**config.mk**
```make
export PLATFORM = sky130hd
export DESIGN_NAME = reg_bus_master_flat
export DESIGN_NICKNAME = d
export VERILOG_FILES = /design/src/rtl/reg_bus_pkg.sv /design/src/rtl/reg_bus_if.sv /design/src/rtl/reg_bus_master.sv /design/src/flat_wrapper.sv
export SDC_FILE = /design/constraint.sdc
export NUM_CORES = 1
export LEC_CHECK = 0
export ABC_AREA = 1
export CAP_MARGIN = 30
export CORE_UTILIZATION = 50
export CTS_CLUSTER_DIAMETER = 100
export CTS_CLUSTER_SIZE = 30
export DETAILED_ROUTE_END_ITERATION = 8
export GPL_ROUTABILITY_DRIVEN = 0
export PLACE_DENSITY = 0.79
export SLEW_MARGIN = 20
export SYNTH_ARGS = -nofsm -noshare
export SYNTH_HDL_FRONTEND = slang
export SYNTH_SLANG_ARGS = --single-unit
```
**constraint.sdc**
```tcl
create_clock -name clk -period 2 [get_ports clk]
set_input_delay 0.3 -clock clk [delete_from_list [all_inputs] [get_ports clk]]
set_output_delay 0.3 -clock clk [all_outputs]
set_load 0.05 [all_outputs]
```
**src/rtl/reg_bus_pkg.sv**
```systemverilog
// reg_bus_pkg: shared types and helpers for the register-bus initiator.
// Op encodings, FSM states, and the mask merge / masked compare used by RMW and POLL.
package reg_bus_pkg;

    typedef enum logic [1:0] {
        OP_WRITE = 2'd0,
        OP_READ  = 2'd1,
        OP_RMW   = 2'd2,
        OP_POLL  = 2'd3
    } op_e;

    typedef enum logic [2:0] {
        S_IDLE  = 3'd0,
        S_WR    = 3'd1,
        S_RD    = 3'd2,
        S_RWAIT = 3'd3,
        S_MODW  = 3'd4,
        S_RESP  = 3'd5
    } state_e;

    localparam int CNT_W = 8;
    localparam int MAX_W = 64;

    // Callers zero-extend to MAX_W and truncate the result back.
    function automatic logic [MAX_W-1:0] merge(
        input logic [MAX_W-1:0] old_val,
        input logic [MAX_W-1:0] new_bits,
        input logic [MAX_W-1:0] mask
    );
        return (old_val & ~mask) | (new_bits & mask);
    endfunction

    function automatic logic match(
        input logic [MAX_W-1:0] rd,
        input logic [MAX_W-1:0] expect_val,
        input logic [MAX_W-1:0] mask
    );
        return ((rd ^ expect_val) & mask) == '0;
    endfunction

endpackage

```
**src/rtl/reg_bus_if.sv**
```systemverilog
// reg_bus_if: command/response handshake plus the device register bus.
// master is the initiator's view; slave is the driver-and-responder side.
interface reg_bus_if #(
    parameter int ADDR_W = 4,
    parameter int DATA_W = 8
);
    logic              cmd_valid;
    logic              cmd_ready;
    logic [1:0]        cmd_op;
    logic [ADDR_W-1:0] cmd_addr;
    logic [DATA_W-1:0] cmd_data;
    logic [DATA_W-1:0] cmd_mask;

    logic              rsp_valid;
    logic              rsp_ready;
    logic [DATA_W-1:0] rsp_data;
    logic              rsp_err;

    logic [ADDR_W-1:0] address;
    logic              write_en;
    logic              read_en;
    logic [DATA_W-1:0] data_in;
    logic [DATA_W-1:0] read_data;

    modport master (
        input  cmd_valid, cmd_op, cmd_addr, cmd_data, cmd_mask,
        output cmd_ready,
        output rsp_valid, rsp_data, rsp_err,
        input  rsp_ready,
        output address, write_en, read_en, data_in,
        input  read_data
    );

    modport slave (
        output cmd_valid, cmd_op, cmd_addr, cmd_data, cmd_mask,
        input  cmd_ready,
        input  rsp_valid, rsp_data, rsp_err,
        output rsp_ready,
        input  address, write_en, read_en, data_in,
        output read_data
    );

endinterface

```
**src/rtl/reg_bus_master.sv**
```systemverilog
// reg_bus_master: command-driven initiator for the four-register device bus.
// Sequences write, read, read-modify-write and bounded poll accesses.
module reg_bus_master
    import reg_bus_pkg::*;
#(
    parameter int ADDR_W   = 4,
    parameter int DATA_W   = 8,
    parameter int POLL_MAX = 16
) (
    input logic       clk,
    input logic       resetb,
    reg_bus_if.master bus
);

    localparam logic [CNT_W-1:0] CNT_LAST = CNT_W'(POLL_MAX - 1);

    state_e            state_q, state_d;
    op_e               op_q, op_d;
    logic [DATA_W-1:0] data_q, data_d;
    logic [DATA_W-1:0] mask_q, mask_d;
    logic [CNT_W-1:0]  cnt_q, cnt_d;

    logic              rsp_valid_q, rsp_valid_d;
    logic [DATA_W-1:0] rsp_data_q, rsp_data_d;
    logic              rsp_err_q, rsp_err_d;
    logic [ADDR_W-1:0] address_q, address_d;
    logic              write_en_q, write_en_d;
    logic              read_en_q, read_en_d;
    logic [DATA_W-1:0] data_in_q, data_in_d;

    logic              accept;
    logic              hit;
    logic              poll_done;
    logic [DATA_W-1:0] new_val;

    assign accept = (state_q == S_IDLE) && bus.cmd_valid;

    assign hit = match(MAX_W'(bus.read_data),
                       MAX_W'(data_q),
                       MAX_W'(mask_q));

    // cnt_q counts completed retries, so the last attempt sees POLL_MAX-1.
    assign poll_done = hit || (cnt_q == CNT_LAST);

    assign new_val = DATA_W'(merge(MAX_W'(bus.read_data),
                                   MAX_W'(data_q),
                                   MAX_W'(mask_q)));

    always_ff @(posedge clk or negedge resetb) begin
        if (!resetb) begin
            state_q     <= S_IDLE;
            op_q        <= OP_WRITE;
            data_q      <= '0;
            mask_q      <= '0;
            cnt_q       <= '0;
            rsp_valid_q <= 1'b0;
            rsp_data_q  <= '0;
            rsp_err_q   <= 1'b0;
            address_q   <= '0;
            write_en_q  <= 1'b0;
            read_en_q   <= 1'b0;
            data_in_q   <= '0;
        end else begin
            state_q     <= state_d;
            op_q        <= op_d;
            data_q      <= data_d;
            mask_q      <= mask_d;
            cnt_q       <= cnt_d;
            rsp_valid_q <= rsp_valid_d;
            rsp_data_q  <= rsp_data_d;
            rsp_err_q   <= rsp_err_d;
            address_q   <= address_d;
            write_en_q  <= write_en_d;
            read_en_q   <= read_en_d;
            data_in_q   <= data_in_d;
        end
    end

    always_comb begin
        state_d = state_q;
        unique case (state_q)
            S_IDLE: begin
                if (bus.cmd_valid) begin
                    if (op_e'(bus.cmd_op) == OP_WRITE) state_d = S_WR;
                    else                               state_d = S_RD;
                end
            end
            S_WR:   state_d = S_RESP;
            S_RD:   state_d = S_RWAIT;
            S_RWAIT: begin
                unique case (op_q)
                    OP_WRITE: state_d = S_RESP;
                    OP_READ:  state_d = S_RESP;
                    OP_RMW:   state_d = S_MODW;
                    OP_POLL:  state_d = poll_done ? S_RESP : S_RD;
                endcase
            end
            S_MODW: state_d = S_RESP;
            S_RESP: begin
                if (bus.rsp_ready) state_d = S_IDLE;
            end
            default: state_d = S_IDLE;
        endcase
    end

    // Registered outputs are loaded from the state being entered.
    always_comb begin
        op_d        = op_q;
        data_d      = data_q;
        mask_d      = mask_q;
        cnt_d       = cnt_q;
        address_d   = address_q;
        data_in_d   = data_in_q;
        rsp_data_d  = rsp_data_q;
        rsp_err_d   = rsp_err_q;
        write_en_d  = (state_d == S_WR) || (state_d == S_MODW);
        read_en_d   = (state_d == S_RD);
        rsp_valid_d = (state_d == S_RESP);
        unique case (1'b1)
            accept: begin
                op_d      = op_e'(bus.cmd_op);
                data_d    = bus.cmd_data;
                mask_d    = bus.cmd_mask;
                cnt_d     = '0;
                address_d = bus.cmd_addr;
                if (op_e'(bus.cmd_op) == OP_WRITE) data_in_d = bus.cmd_data;
            end
            (state_q == S_WR): begin
                rsp_data_d = data_q;
                rsp_err_d  = 1'b0;
            end
            (state_q == S_RWAIT): begin
                rsp_data_d = bus.read_data;
                rsp_err_d  = 1'b0;
                if (op_q == OP_RMW) data_in_d = new_val;
                if (op_q == OP_POLL) begin
                    rsp_err_d = poll_done && !hit;
                    if (!poll_done) cnt_d = cnt_q + 1'b1;
                end
            end
            (state_q == S_MODW): begin
                rsp_data_d = data_in_q;
                rsp_err_d  = 1'b0;
            end
            default: ;
        endcase
    end

    assign bus.cmd_ready = (state_q == S_IDLE);
    assign bus.rsp_valid = rsp_valid_q;
    assign bus.rsp_data  = rsp_data_q;
    assign bus.rsp_err   = rsp_err_q;
    assign bus.address   = address_q;
    assign bus.write_en  = write_en_q;
    assign bus.read_en   = read_en_q;
    assign bus.data_in   = data_in_q;

endmodule
```
**src/flat_wrapper.sv**
```systemverilog
// flat-port wrapper written by rule: the top's interface ports become plain ports
module reg_bus_master_flat import reg_bus_pkg::*;
#(
    parameter int ADDR_W   = 4,
    parameter int DATA_W   = 8,
    parameter int POLL_MAX = 16
)
  (clk, resetb, bus_cmd_valid, bus_cmd_op, bus_cmd_addr, bus_cmd_data, bus_cmd_mask, bus_cmd_ready, bus_rsp_valid, bus_rsp_data, bus_rsp_err, bus_rsp_ready, bus_address, bus_write_en, bus_read_en, bus_data_in, bus_read_data);
  reg_bus_if #(.ADDR_W(ADDR_W), .DATA_W(DATA_W)) bus_i ();
  input logic clk;
  input logic resetb;
  input wire logic [$bits(bus_i.cmd_valid)-1:0] bus_cmd_valid;
  input wire logic [$bits(bus_i.cmd_op)-1:0] bus_cmd_op;
  input wire logic [$bits(bus_i.cmd_addr)-1:0] bus_cmd_addr;
  input wire logic [$bits(bus_i.cmd_data)-1:0] bus_cmd_data;
  input wire logic [$bits(bus_i.cmd_mask)-1:0] bus_cmd_mask;
  output wire logic [$bits(bus_i.cmd_ready)-1:0] bus_cmd_ready;
  output wire logic [$bits(bus_i.rsp_valid)-1:0] bus_rsp_valid;
  output wire logic [$bits(bus_i.rsp_data)-1:0] bus_rsp_data;
  output wire logic [$bits(bus_i.rsp_err)-1:0] bus_rsp_err;
  input wire logic [$bits(bus_i.rsp_ready)-1:0] bus_rsp_ready;
  output wire logic [$bits(bus_i.address)-1:0] bus_address;
  output wire logic [$bits(bus_i.write_en)-1:0] bus_write_en;
  output wire logic [$bits(bus_i.read_en)-1:0] bus_read_en;
  output wire logic [$bits(bus_i.data_in)-1:0] bus_data_in;
  input wire logic [$bits(bus_i.read_data)-1:0] bus_read_data;
  assign bus_i.cmd_valid = bus_cmd_valid;
  assign bus_i.cmd_op = bus_cmd_op;
  assign bus_i.cmd_addr = bus_cmd_addr;
  assign bus_i.cmd_data = bus_cmd_data;
  assign bus_i.cmd_mask = bus_cmd_mask;
  assign bus_cmd_ready = bus_i.cmd_ready;
  assign bus_rsp_valid = bus_i.rsp_valid;
  assign bus_rsp_data = bus_i.rsp_data;
  assign bus_rsp_err = bus_i.rsp_err;
  assign bus_i.rsp_ready = bus_rsp_ready;
  assign bus_address = bus_i.address;
  assign bus_write_en = bus_i.write_en;
  assign bus_read_en = bus_i.read_en;
  assign bus_data_in = bus_i.data_in;
  assign bus_i.read_data = bus_read_data;
  reg_bus_master #(.ADDR_W(ADDR_W), .DATA_W(DATA_W), .POLL_MAX(POLL_MAX)) u_core (.clk(clk), .resetb(resetb), .bus(bus_i));
endmodule
```
==> results of run 1 <==
==> layer usage <==
layer  wire length (um)  up-vias  track usage (%)
met5                  0        -                0
met4                112        0             7.82
met3                429       13             5.29
met2               3030       88             41.3
met1               2680     1166             31.9
li1                   -     1247                -
==> synthesized netlist by cell type (2+ instances only) <==
master	instances	area, sq um
o21ai_0	32	160
a21oi_1	7	35.0
nand3_2	3	30.0
inv_1	43	161
nand4_1	2	12.5
nand2_2	2	12.5
nand2_1	131	492
nand3_1	18	90.1
dfrtp_1	53	1330
nor2_1	21	78.8
o22ai_1	16	100
xor2_1	3	26.3
clkbuf_1	8	30.0
==> power by group through the flow <==
stage                     clock (uW)  combinational (uW)  sequential [uW]
after global placement             0                2790             1790
after floorplan                    0                1250             2460
after global routing             668                3120             1840
after CTS                        632                2860             1780
final                            618                2850             1780
after detailed placement           0                2850             1800
==> metrics by stage <==
| stage | area [sq um] | setup WS (ps) | util, % | hold slack (ps) |
|---|---|---|---|---|
| 3_3_place_gp | 3360 | 182 | 65.4 | 297 |
| 2_1_floorplan | 2690 | 423 | - | 4.41 |
| 3_5_place_dp | 3360 | 151 | 65.4 | 301 |
| 5_1_grt | 3460 | 29.8 | 67.4 | 513 |
| 4_1_cts | 3460 | 167 | 67.4 | 486 |
| 6_report | 3460 | 184 | 67.4 | 474 |
==> cell type report <==
class                           instances  area (sq um)
Clock buffer                            5          68.8
Timing Repair Buffer                   65           641
Multi-Input combinational cell        247          1140
Inverter                               45           174
Clock inverter                          3          22.5
Tap cell                               70          87.6
Sequential cell                        53          1330
Fill cell                             461          1680
==> logic make-up (layout without fill, tap and decap cells) <==
kind of cell    count (synthesis)  in the layout  share of synthesized area [%]
simple gates                  182            182                           28.0
compound gates                 60             60                           12.7
buf+inv                        55            118                           8.19
flops                          53             53                           49.3
xor+xnor                        4              4                           1.30
fa+ha+maj                       1              1                          0.465
==> flip-flops by register name, summed over array words and instances, names as in the netlist <==
name / cells
u_core.data_q: 8
u_core.op_q: 2
u_core.bus.rsp_valid: 1
u_core.bus.read_en: 1
u_core.state_q: 3
u_core.bus.write_en: 1
u_core.bus.address: 4
u_core.bus.rsp_data: 8
u_core.mask_q: 8
u_core.bus.rsp_err: 1
u_core.bus.data_in: 8
u_core.cnt_q: 8
==> path summary, 6_finish.rpt <==
path	from	to	slack (ps)
setup reg to reg	u_core.cnt_q[0]	u_core.cnt_q[4]	230
hold / removal	resetb	u_core.bus.data_in[3]	470
min in group clk	u_core.bus.address[0]	u_core.bus.address[0]	490
setup / recovery	u_core.bus.rsp_data[3]	bus_rsp_data[3]	180
hold reg to reg	u_core.bus.address[0]	u_core.bus.address[0]	490
max in group asynchronous	resetb	u_core.bus.rsp_data[1]	980
==> results.toml, run 1 <==
[routing]
via_count = 2514
wirelength_um = 6250
drtIter0Drc = 172
firstDrtPassIters = 5
antenna_left = 0
drt_drc_violations_left = 0
wire_per_inst_um = 12.8
viasPerCell = 5.15

[clock_tree]
cts-root-buf = "clkbuf_8"
clk_pin_slew_ps = 100
post_cts_buffers = 0
cts_resized = 0
tritoncts = "built"
htreeDepth = 2
clk_latency_ps = 320
hold_buffers = 1
cts_buffers = 5
clock-sinks = 53
clockBufferDepth = 2

[synth]
synth_cell_types = 29
ys_warn_count = 0
syn_area_sq_um = 2690
synth-edff-count = 0
syn_nets = 390
ys_seq_area_share_pct = 49.3
syn_inst = 355
ys_seq_elements = 53
synthArstFlopShare_pct = 100
synth-main-ff-cell = "dfrtp_1"
syn_area_per_cell_sq_um = 7.58

[pwr]
seqPwrFrac_pct = 34.0
leakage_uw = 0.00174
vdd_drop_max_uv = 877
internal_power_uw = 2690
p_switching_uw = 2560
p_sw_share_pct = 48.7
power.density_nw_per_um2 = 1520
clkPwrFrac_pct = 11.8
p_comb_share_pct = 54.2
p_total_uw = 5250

[floorplanning]
die_height_um = 75.4
initial_utilization_pct = 52.3
core_area_sq_um = 5140
die_width_um = 75.4
ioPinCount = 59
rows = 26
dieArea_sq_um = 5680

[timing]
setup_violations = 0
worst_slew_pin_slew_ps = 513
slew_violations = 0
max_slew_margin_pct = 65.7
fin_crit_ps = 1820
fin_crit_sh_pct = 90.8
hold_viol_final = 0
finalSetupTns_ps = 0
fmax_ghz = 0.551
fin_skew_ps = 12.2
rsz0062_at_grt = "no"

[critical_path]
slowest_delay_ps = 810
critPathArrivalTime_ps = 1520
critPathKind = "reg -> out"
crit_family = "buffers and inverters"
path_buf_inv = 1
start_kind = "flip-flop"
path_cells = "clkdlybuf4s50_1"
cp_max_fo = 2
cp.depth = 1
worstSetupEndpointType = "primary output"
r2r_cells = 10
cp_slowest_cell = "clkdlybuf4s50_1"
required_ps = 1700

[global_routing]
antenna_found_initial = 0
grt_pass1_vias = 2359
grt_usage_pct = 24.5
grt_max_degree = 34
grt_pass1_wl_um = 10400
grt-ovfl-total = 0

[final_layout]
syn_to_final_growth_pct = 28.7
fin_nets = 452
antennaDiodeCount = 0
final_common_cell = "nand2_1"
layout_common_cells = "nand2_1 (131), clkdlybuf4s50_1 (56), dfrtp_1 (53), inv_1 (43), o21ai_0 (32)"
final_cells = 488
drive_gt1_share_pct = 6.70

[placed_design]
dpl.cell_count = 479
io_buffers = 58
dp_hpwl_um = 4430

[flow_run]
drv_cap = 0

[outcome]
status = "finished clean"

[min_path]
min_path_type = "in -> async"
Power figures use the tool's default switching activity.
==> inputs of run 2 (changes only) <==
--- a/config.mk
+++ b/config.mk
@@ -8,7 +8,6 @@
 export ABC_AREA = 1
 export CAP_MARGIN = 30
 export CORE_UTILIZATION = 50
-export CTS_CLUSTER_DIAMETER = 100
 export CTS_CLUSTER_SIZE = 30
 export DETAILED_ROUTE_END_ITERATION = 8
 export GPL_ROUTABILITY_DRIVEN = 0
==> results of run 2 <==
The final DEF is identical to that of run 1; final timing and power are the same.
==> inputs of run 3 (changes only) <==
--- a/config.mk
+++ b/config.mk
@@ -5,13 +5,12 @@
 export SDC_FILE = /design/constraint.sdc
 export NUM_CORES = 1
 export LEC_CHECK = 0
-export ABC_AREA = 1
 export CAP_MARGIN = 30
-export CORE_UTILIZATION = 50
+export CORE_UTILIZATION = 46
 export CTS_CLUSTER_SIZE = 30
 export DETAILED_ROUTE_END_ITERATION = 8
 export GPL_ROUTABILITY_DRIVEN = 0
-export PLACE_DENSITY = 0.79
+export PLACE_DENSITY = 0.76
 export SLEW_MARGIN = 20
 export SYNTH_ARGS = -nofsm -noshare
 export SYNTH_HDL_FRONTEND = slang
==> constraint.sdc (replaced) <==
create_clock -name clk -period 1.56 [get_ports clk]
set_input_delay 0.234 -clock clk [delete_from_list [all_inputs] [get_ports clk]]
set_output_delay 0.234 -clock clk [all_outputs]
set_load 0.05 [all_outputs]
==> run 3 against run 2 <==
Sequential power grew 31%. Critical endpoint is now u_core.bus.data_in[6]. The flow now finishes with violations (negative setup slack). Synthesized cell count shrank 14%. Setup slack lost 790 ps. Largest power group unchanged.
==> results.toml, run 3 <==
[pwr]
power.density_nw_per_um2 = 2010
p_total_uw = 8470
leakage_uw = 0.00206
vdd_drop_max_uv = 1400

[placed_design]
io_buffers = 58
dp_hpwl_um = 5150
dpl.cell_count = 470

[synth]
syn_area_per_cell_sq_um = 9.10
synth_cell_types = 36
synthTopCellsByCount = "nand2_1 (92), dfrtp_1 (53), o21ai_0 (32)"
syn_nets = 340
ys_warn_count = 0
synthArstFlopShare_pct = 100
synth_area_leaders = "dfrtp_1 (48%), nand2_1 (12%), mux2i_1 (7.6%)"
syn_inst = 305
syn_area_sq_um = 2780
synth_compound_area_share_pct = 11.3
synth-main-ff-cell = "dfrtp_1"
synth_fa_ha_area_share_pct = 0.451
synth_top_family_by_area = "simple AND/OR/NAND/NOR gates"
synth_xor_area_share_pct = 3.16
yosysTopAreaCell = "dfrtp_1"
synthSimpleGateAreaFrac_pct = 22.1
yosysMostFrequentCell = "nand2_1"
yosys-mux-area-fraction_pct = 11.9
ys_seq_area_share_pct = 47.8
ys_seq_elements = 53
synth_top_area_share_pct = 47.8
synth-edff-count = 0

[routing]
firstDrtPassIters = 4
drt_drc_violations_left = 0
wirelength_um = 8350
wire_per_inst_um = 16.8
via_count = 2725
drtIter0Drc = 145
viasPerCell = 5.47
antenna_left = 0

[final_layout]
layout_common_cells = "nand2_1 (89), buf_4 (77), dfrtp_1 (52), clkdlybuf4s50_1 (27), o21ai_0 (25)"
final_cells = 498
fill_cells = 389
antennaDiodeCount = 0
syn_to_final_growth_pct = 52.1
fin_nets = 460
drive_gt1_share_pct = 32.4
final_common_cell = "nand2_1"

[timing]
slew_violations = 0
fmax_ghz = 0.461
max_slew_margin_pct = 76.3
finalSetupTns_ps = -8070
setup_slack_ps = -609
fin_crit_sh_pct = 139
worst_slew_pin_slew_ps = 351
fin_skew_ps = 5.23
fin_hold_ws_ps = 427
rsz0062_at_grt = "yes"
setup_violations = 24
fin_crit_ps = 2170
hold_viol_final = 0

[clock_tree]
clk_latency_ps = 320
clockBufferDepth = 2
cts-root-buf = "clkbuf_8"
clk_pin_slew_ps = 100
cts_buffers = 5
tritoncts = "built"
clock-sinks = 53
htreeDepth = 2

[critical_path]
cp.depth = 8
path_buf_inv = 1
start_kind = "flip-flop"
r2r_slack_ps = -610
cp_max_fo = 9
rr_endpoint = "u_core.bus.data_in[6]"
worstReg2RegStart = "u_core.cnt_q[1]"
critPathArrivalTime_ps = 2380
r2r_cells = 8
crit_family = "compound AO/OA/AOI/OAI gates"
cp_slowest_cell = "dfrtp_1"
required_ps = 1770
slowest_delay_ps = 400
worstSetupEndpointType = "flip-flop"
critPathKind = "reg -> reg"
path_cells = "ha_2 > nand3_2 > nor2_4 > or3b_1 > o22a_1 > a211o_1 > buf_12 > mux2_4"

[floorplanning]
ioPinCount = 59
dieArea_sq_um = 6350
initial_utilization_pct = 48.9
die_width_um = 79.7
core_area_sq_um = 5680
die_height_um = 79.7
rows = 27

[global_routing]
grt-ovfl-total = 0
grt_usage_pct = 27.7
grt_pass1_vias = 2705
antenna_found_initial = 0
grt_pass1_wl_um = 13300
grt_max_degree = 54

[outcome]
status = "complete, but fails checks"
violations = "negative setup slack"

[min_path]
min_path_type = "in -> async"

[flow_run]
drv_cap = 0
## run 3: report_power, final
part | internal [uW] | leakage [uW] | switching, uW
registers | 1920 | 0.000664 | 421
clock network | 483 | 0.0000554 | 481
logic | 2340 | 0.00134 | 2830
total | 4740 | 0.00206 | 3730
## run 3: cell type report
cell class | count | area [sq um] | share of cell area [%]
clock inverters | 2 | 38.8 | 0.919
repair buffers | 131 | 1210 | 28.6
well taps | 72 | 90.1 | 2.13
multi-input cells | 232 | 1480 | 35.0
flip-flops and latches | 53 | 1330 | 31.5
inverters | 2 | 7.51 | 0.178
clock buffers | 6 | 72.6 | 1.72
## run 3: metal layers
layer  wire length [um]  vias up  part of all wire [%]  global-route usage, %
li1                   -     1279                     -                      -
met1               3500     1336                    42                   35.2
met5                  0        -                     0                      0
met4                160        0                   1.9                   10.0
met2               4270       93                    51                   47.1
met3                418       17                   5.0                   4.57
## run 3: worst reg2reg max path: stages (launching register included)
cell,delay [ps]
dfrtp_1,400
ha_2,190
nand3_2,100
nor2_4,50
or3b_1,340
o22a_1,250
a211o_1,280
buf_12,160
mux2_4,290
## run 3: timing repair
item | 4_1_cts | 5_1_grt
resized for setup | 35 | 13
buffers inserted | 12 | 7
gates cloned | 3 | 0
endpoints found under the hold margin | 53 | 0
hold buffers | 1 | 0
pin swaps | 7 | 8
setup endpoints to repair | 24 | 54
## run 3: how the worst max path moves through the flow
stage	from	to	slack, ps
after floorplan	u_core.cnt_q[0]	u_core.bus.data_in[0]	-480
after global placement	bus_rsp_ready	u_core.bus.data_in[7]	-770
after detailed placement	bus_rsp_ready	u_core.bus.data_in[4]	-800
after CTS	u_core.cnt_q[1]	u_core.bus.data_in[4]	-580
after global routing	u_core.cnt_q[1]	u_core.bus.data_in[3]	-680
final	u_core.cnt_q[1]	u_core.bus.data_in[6]	-610
## run 3: cells by family (layout without fill, tap and decap cells)
| family | count (synthesis) | in the layout |
|---|---|---|
| buf+inv | 20 | 141 |
| xor+xnor | 10 | 10 |
| flops | 53 | 53 |
| simple gates | 138 | 138 |
| fa+ha+maj | 1 | 1 |
| compound gates | 54 | 54 |
| mux | 29 | 29 |
## run 3: stage by stage
step	utilization, %	instance area (sq um)	worst slack, ps
6_report	74.4	4220	-609
5_1_grt	74.4	4220	-681
4_1_cts	73.2	4150	-584
3_5_place_dp	66.8	3790	-801
3_3_place_gp	66.8	3790	-767
2_1_floorplan	-	2870	-484
